$ cat src/rtl/fetch_queue.sv
// Instruction fetch queue: owns the fetch PC, buffers up to DEPTH words while decode stalls.
// Optional macro FQ_BLANK_HALT_EN stops fetch on an all-zero ROM word until jump or reset.
module fetch_queue #(
  parameter int PC_W    = 5,
  parameter int INSTR_W = 18,
  parameter int DEPTH   = 4
) (
  input  logic                         clk,
  input  logic                         reset,
  input  logic                         stall_d,
  input  logic                         jump_d,
  input  logic [PC_W-1:0]              jump_dest,
  output logic [PC_W-1:0]              rom_addr,
  input  logic [INSTR_W-1:0]           rom_data,
  output logic [PC_W-1:0]              pc_d,
  output logic [INSTR_W-1:0]           instr_d,
  output logic                         valid_d,
  output logic                         jump_flush_d,
  output logic [$clog2(DEPTH+1)-1:0]   occupancy,
  output logic                         halted
);

  localparam int CNT_W = $clog2(DEPTH + 1);
  localparam int PTR_W = $clog2(DEPTH);

  logic [PC_W-1:0]    fetch_pc_q, fetch_pc_d;
  logic [PTR_W-1:0]   head_q, head_d, tail_q, tail_d;
  logic [CNT_W-1:0]   count_q, count_d;
  logic [PC_W-1:0]    buf_pc_q    [DEPTH];
  logic [INSTR_W-1:0] buf_instr_q [DEPTH];
  logic [PC_W-1:0]    out_pc_q, out_pc_d;
  logic [INSTR_W-1:0] out_instr_q, out_instr_d;
  logic               out_valid_q, out_valid_d;
  logic               flush_q, flush_d;
  logic               halted_q, halted_d;
  logic               fetch_ok, enq, pop;

`ifdef FQ_BLANK_HALT_EN
  assign fetch_ok = !halted_q && (rom_data != '0);
`else
  assign fetch_ok = 1'b1;
`endif

  always_comb begin
    enq         = 1'b0;
    pop         = 1'b0;
    fetch_pc_d  = fetch_pc_q;
    head_d      = head_q;
    tail_d      = tail_q;
    count_d     = count_q;
    out_pc_d    = out_pc_q;
    out_instr_d = out_instr_q;
    out_valid_d = out_valid_q;
    flush_d     = flush_q;
    halted_d    = halted_q;
    if (jump_d) begin
      head_d      = '0;
      tail_d      = '0;
      count_d     = '0;
      fetch_pc_d  = jump_dest;
      halted_d    = 1'b0;
      out_pc_d    = '0;
      out_instr_d = '0;
      out_valid_d = 1'b0;
      flush_d     = 1'b1;
    end else begin
`ifdef FQ_BLANK_HALT_EN
      halted_d = halted_q | (rom_data == '0);
`else
      halted_d = 1'b0;
`endif
      if (stall_d) begin
        enq = fetch_ok && (count_q < CNT_W'(DEPTH));
      end else begin
        flush_d = 1'b0;
        if (count_q != '0) begin
          // Buffered words always issue ahead of the ROM to keep program order.
          pop         = 1'b1;
          enq         = fetch_ok;
          out_pc_d    = buf_pc_q[head_q];
          out_instr_d = buf_instr_q[head_q];
          out_valid_d = 1'b1;
        end else if (fetch_ok) begin
          out_pc_d    = fetch_pc_q;
          out_instr_d = rom_data;
          out_valid_d = 1'b1;
          fetch_pc_d  = fetch_pc_q + PC_W'(1);
        end else begin
          out_pc_d    = '0;
          out_instr_d = '0;
          out_valid_d = 1'b0;
        end
      end
      if (enq) begin
        tail_d     = tail_q + PTR_W'(1);
        fetch_pc_d = fetch_pc_q + PC_W'(1);
      end
      if (pop) head_d = head_q + PTR_W'(1);
      count_d = count_q + CNT_W'(enq) - CNT_W'(pop);
    end
  end

  always_ff @(posedge clk) begin
    if (reset) begin
      fetch_pc_q  <= '0;
      head_q      <= '0;
      tail_q      <= '0;
      count_q     <= '0;
      out_pc_q    <= '0;
      out_instr_q <= '0;
      out_valid_q <= 1'b0;
      flush_q     <= 1'b1;
      halted_q    <= 1'b0;
    end else begin
      fetch_pc_q  <= fetch_pc_d;
      head_q      <= head_d;
      tail_q      <= tail_d;
      count_q     <= count_d;
      out_pc_q    <= out_pc_d;
      out_instr_q <= out_instr_d;
      out_valid_q <= out_valid_d;
      flush_q     <= flush_d;
      halted_q    <= halted_d;
    end
  end

  // Storage needs no reset; occupancy gates what is ever read.
  always_ff @(posedge clk) begin
    if (!reset && enq) begin
      buf_pc_q[tail_q]    <= fetch_pc_q;
      buf_instr_q[tail_q] <= rom_data;
    end
  end

  assign rom_addr     = fetch_pc_q;
  assign pc_d         = out_pc_q;
  assign instr_d      = out_instr_q;
  assign valid_d      = out_valid_q;
  assign jump_flush_d = flush_q;
  assign occupancy    = count_q;
  assign halted       = halted_q;

endmodule

$ cat config.mk
export PLATFORM = sky130hd
export DESIGN_NAME = fetch_queue
export DESIGN_NICKNAME = d
export VERILOG_FILES = /design/src/rtl/fetch_queue.sv
export SDC_FILE = /design/constraint.sdc
export NUM_CORES = 1
export LEC_CHECK = 0
export ABC_AREA = 1
export CAP_MARGIN = 0
export CELL_PAD_IN_SITES_DETAIL_PLACEMENT = 1
export CELL_PAD_IN_SITES_GLOBAL_PLACEMENT = 1
export CORE_ASPECT_RATIO = 2
export CORE_UTILIZATION = 49
export CTS_BUF_LIST = sky130_fd_sc_hd__clkbuf_4
export CTS_CLUSTER_SIZE = 30
export DETAILED_ROUTE_END_ITERATION = 10
export GPL_TIMING_DRIVEN = 0
export PLACE_DENSITY = 0.87
export SLEW_MARGIN = 20
export SYNTH_ARGS = -nofsm -noshare
export SYNTH_HDL_FRONTEND = slang
export SYNTH_SLANG_ARGS = --single-unit
$ cat constraint.sdc
create_clock -name clk -period 6.7 [get_ports clk]
set_input_delay 1.34 -clock clk [delete_from_list [all_inputs] [get_ports clk]]
set_output_delay 1.34 -clock clk [all_outputs]
set_load 0.005 [all_outputs]
Yosys cells after proc, flatten, opt, wreduce, memory -nomap -nowiden
Memory sizes are Yosys's and may differ from the RTL's. A register that Yosys moved wholly into a read port is not among the register bits.
Index checks and enable logic that the tools add are counted.
- memories kept: 2
- memory bits (writable): 92
- word-level logic and storage cells: 41
- flip-flop bits (word level): 37
- bits of input ports: 27
- output and inout port bits: 34
- $lt $le $gt $ge: 1
- $add $sub $neg: 5
- eq/ne operators: 2
- multiplexer cells: 18
- reduce and logical (&&, ||, !) cells: 5
- memory list (memory ; words ; width ; read ports ; clocked after memory_dff ; wr ports ; RTL line ; text):
    buf_instr_q ; 4 ; 18 ; 1 ; 1 ; 1 ; 30 ; logic [INSTR_W-1:0] buf_instr_q [DEPTH];
    buf_pc_q ; 4 ; 5 ; 1 ; 1 ; 1 ; 29 ; logic [PC_W-1:0] buf_pc_q [DEPTH];
- operator list (cell ; number):
    $mux 5 ; 5
    $mux 18 ; 1
    $mux 1 ; 8
    $mux 2 ; 4
    $add 5x1->5 const B ; 1
    $add 2x1->2 const B ; 2
    $add 3x1->3 ; 1
    $lt 3x3->1 const B ; 1
    $ne 3x1->1 const B ; 1
    $ne 3x2->1 const B ; 1
    $reduce_bool 3->1 ; 1
    $sub 3x1->3 ; 1
    $reduce_and 2->1 ; 1
    $reduce_or 2->1 ; 1
    $logic_and 1x1->1 ; 1
    $logic_not 1->1 ; 1

Logic depth before layout (Yosys ltp)
- word-level depth: 8
- gate-level depth with buffers: 8
- mapped depth without buffers: 8

Worst setup path after synthesis
OpenSTA, ideal clock, no wires.
- path kind: in2reg
- start point: input stall_d
- end point: memory buf_instr_q[0][0], enable pin
- slack: 3.406 ns
- stages: 7
- arrival time: 2.891 ns
- cells stage by stage: buf_6 > inv_6 > nand2_2 > buf_6 > nand2_2 > nand2_1 > nor2_1
- cells in the longest elaborated chain, start to end: 6
- RTL lines (element ; RTL line ; text):
    start, declared ; 10 ; input logic stall_d,
    $mux 1 ; 72 ; if (stall_d) begin
    $mux 1 (2 in a row) ; 56 ; if (jump_d) begin
    $logic_and 1x1->1 ; 129 ; if (!reset && enq) begin
    $mux 1 ; 129 ;
    $mux 1 (not written as such) ; 131 ; buf_instr_q[tail_q] <= rom_data;
    end, declared ; 30 ;
Every way passes these cells. The select of a mux whose other input is x is not followed.

Worst setup path after layout
- start point: input reset
- end point: memory buf_instr_q[1][16], enable pin
- cells in the longest elaborated chain, start to end: 4
- RTL lines (element ; RTL line ; text):
    start, declared ; 9 ; input logic reset,
    $logic_not 1->1 ; 129 ;
    $logic_and 1x1->1 ; 129 ;
    $mux 1 ; 129 ;
    $mux 1 (not written as such) ; 131 ;
Every way passes these cells.

==> out/results.tsv <==
metric	value	unit
place_congestion	0.776	
worstMarginPinSlew	0.907	ns
cp-startpoint	reset	
intPower	1200	uW
crit_path_end	buf_instr_q[1][16]	
post-place-ws	3.00	ns
grt_setup_unrepaired	no	
postSynth.asyncResetShare	0	
seqPwrFrac	0.564	
combPwrFrac	0.105	
tns	0	ns
r2r-end	buf_instr_q[1][16]	
hold_viol_final	0	
area_growth	20.3	%
place_area	6240	um^2
antenna_found_initial	1	
drt_first_iter_violations	223	
grt_pass1_vias	4725	
wl_per_cell	21.5	um
setup_viol	0	
fp-row-count	53	
gr-total-overflow	0	
ir_drop	165	uV
required	6.87	ns
die_width	76.3	um
htree_num_levels	4	
grt_util_all_layers	0.301	
fp.dieArea	11500	um^2
ys_seq_elements	131	
drt_wl_total	16.5	mm
cp_cell_sequence	clkdlybuf4s50_1 > nor2_4 > nand2_1 > nor2_4	
post_cts_buffers	0	
cts.sinks	131	
firstDrtPassIters	5	
powerDensity	246	nW/um^2
synthFlopType	edfxtp_1	
synth_nets	572	
avgSynthCellArea	10.1	um^2
fmax	0.314	GHz
final_core_util	0.613	
cts.clk_slew.worst_paths	0.11	ns
crit_arrival	3.35	ns
io_pins	61	
cp-end-kind	register	
path_max_fanout	23	
timing_worst_setup_path_type	primary input to register	
routed_via_density	5.69	
via_count	4368	
clkLatencyLatePin	0.56	ns
run_status	complete, no violations	
syn_area	5410	um^2
slowest_stage	nor2_4	
synth_warnings	0	
die_h	151	um
fin_worst_skew	0.0224	ns
swShare	0.249	
cts_max_path_buffers	2	
cts_resized	0	
synth_cells	538	
cpMostUsedCell	nor2_4	
report.final.slew_viol_count	0	
p_leak	0.00249	uW
hold_buffers	0	
fin_ws	3.52	ns
r2r_setup_slack	4.34	ns
cts_tree	done	
worstReg2RegStart	occupancy[2]	
switching_power	400	uW
layout.nets	650	
hp-class	register to register	
power.share.clock	0.331	
clock-root-buffer	clkbuf_4	
fin_crit_sh	0.475	
final_cells	767	
yosysUniqueCellTypes	26	
grt_pass1_wl	25.0	mm
fin_crit	3.18	ns
slew_headroom	0.394	
portBuffers	57	
initial_core_util	0.510	
ys_seq_area_frac	0.655	
slowest_delay	0.78	ns
core-area	10600	um^2
cts_buffers	17	
grt_max_degree	24	
final_layout_size_suffix_gt1_frac	0.105	
worst_setup_path_start_kind	primary input	
r2r_cells	7	
dp_hpwl	11.1	mm
post-route-drc-count	0	
stdcell_area	6510	um^2
synth-edff-count	92	
fill_cells	1219	
max_cap_violations	0	
place_inst	734	
antenna_left	0	
[critical path, delay by kind of cell]
family | cells | cell delay (ns)
buffers and inverters | 1 | 0.54
and+or+nand+nor | 3 | 1.44
[kinds of logic after synthesis]
group | count (synthesis) | share of synthesized area
buf+inv | 52 | 0.0530
fa+ha+maj | 7 | 0.0176
flops | 131 | 0.655
other cells | 2 | 0.00139
compound gates | 85 | 0.0789
simple gates | 258 | 0.189
xor+xnor | 3 | 0.00486
[layer usage]
layer	wire (um)	up-vias	global-route usage	part of all wire
met2	9390	178	0.576	0.57
met3	829	62	0.0648	0.050
met5	0	-	0	0
met4	714	0	0.181	0.043
li1	-	1955	-	-
met1	5530	2173	0.288	0.34
[state kept, by name, indices dropped and copies added (netlist names), named ones only]
signal	count
pc_d	5
occupancy	3
buf_pc_q	20
instr_d	18
valid_d	1
buf_instr_q	72
jump_flush_d	1
rom_addr	5
tail_q	2
head_q	2
[stage by stage]
stage | total power (uW) | hold slack [ns]
finish | 1600 | 0.468
floorplan | 1000 | 0.447
global route | 1660 | 0.505
detailed placement | 1090 | 0.451
CTS | 1610 | 0.470
global placement | 1070 | 0.438
[power groups by stage]
stage | clock, uW | combinational (uW) | sequential, uW
2_1_floorplan | 0 | 80.8 | 919
3_3_place_gp | 0 | 153 | 920
3_5_place_dp | 0 | 167 | 922
4_1_cts | 534 | 170 | 904
5_1_grt | 568 | 184 | 906
6_report | 530 | 169 | 904
[area by class of cell]
type                       count  area, um^2  area share
sequential                   131        3540       0.545
multi-input combinational    355        1610       0.247
timing repair buffer          59         626      0.0962
buffer                        28         189      0.0290
clock buffer                  24         180      0.0277
tap                          137         171      0.0263
inverter                      24        97.6      0.0150
clock inverter                 8        87.6      0.0135
antenna                        1        2.50    0.000385
[cell usage after synthesis (2+ instances only)]
master / instances / area, um^2
conb_1: 2 / 7.51
nand2_1: 55 / 206
nand4_1: 2 / 12.5
nor3_1: 21 / 105
nor2_1: 169 / 634
buf_2: 10 / 50.1
ha_1: 6 / 75.1
buf_4: 9 / 67.6
xor2_1: 3 / 26.3
o21ai_0: 71 / 355
a21oi_1: 9 / 45.0
nand2_2: 2 / 12.5
clkbuf_1: 4 / 15.0
o21ai_1: 4 / 20.0
nand3_1: 7 / 35.0
edfxtp_1: 92 / 2760
inv_1: 21 / 78.8
buf_6: 5 / 56.3
dfxtp_1: 39 / 781
[cells in the final DEF, fill, tap and decap left out]
master,count
nor2_2,1
edfxtp_1,92
nor2_1,165
fa_1,1
nand4_1,2
dfxtp_1,39
a21oi_1,9
nor3_1,21
buf_2,10
conb_1,2
ha_1,6
clkbuf_4,24
nand2_1,55
xor2_1,3
clkinv_1,3
clkdlybuf4s50_1,57
clkinv_2,2
buf_16,2
o21ai_1,4
buf_6,5
nand3_1,7
buf_4,9
o21ai_0,71
a31oi_1,1
nand2_2,2
inv_6,1
inv_2,1
clkbuf_1,4
inv_4,2
inv_1,21
bufinv_16,2
diode_2,1
nor2_4,5
[worst min-delay path by stage]
stage / start / to / cells after the start
after floorplan: jump_flush_d / jump_flush_d / 2
after global placement: jump_flush_d / jump_flush_d / 2
after detailed placement: jump_flush_d / jump_flush_d / 2
after CTS: jump_flush_d / jump_flush_d / 2
after global routing: jump_flush_d / jump_flush_d / 2
final: jump_flush_d / jump_flush_d / 2
No activity file was read; power rests on OpenSTA's default activity.
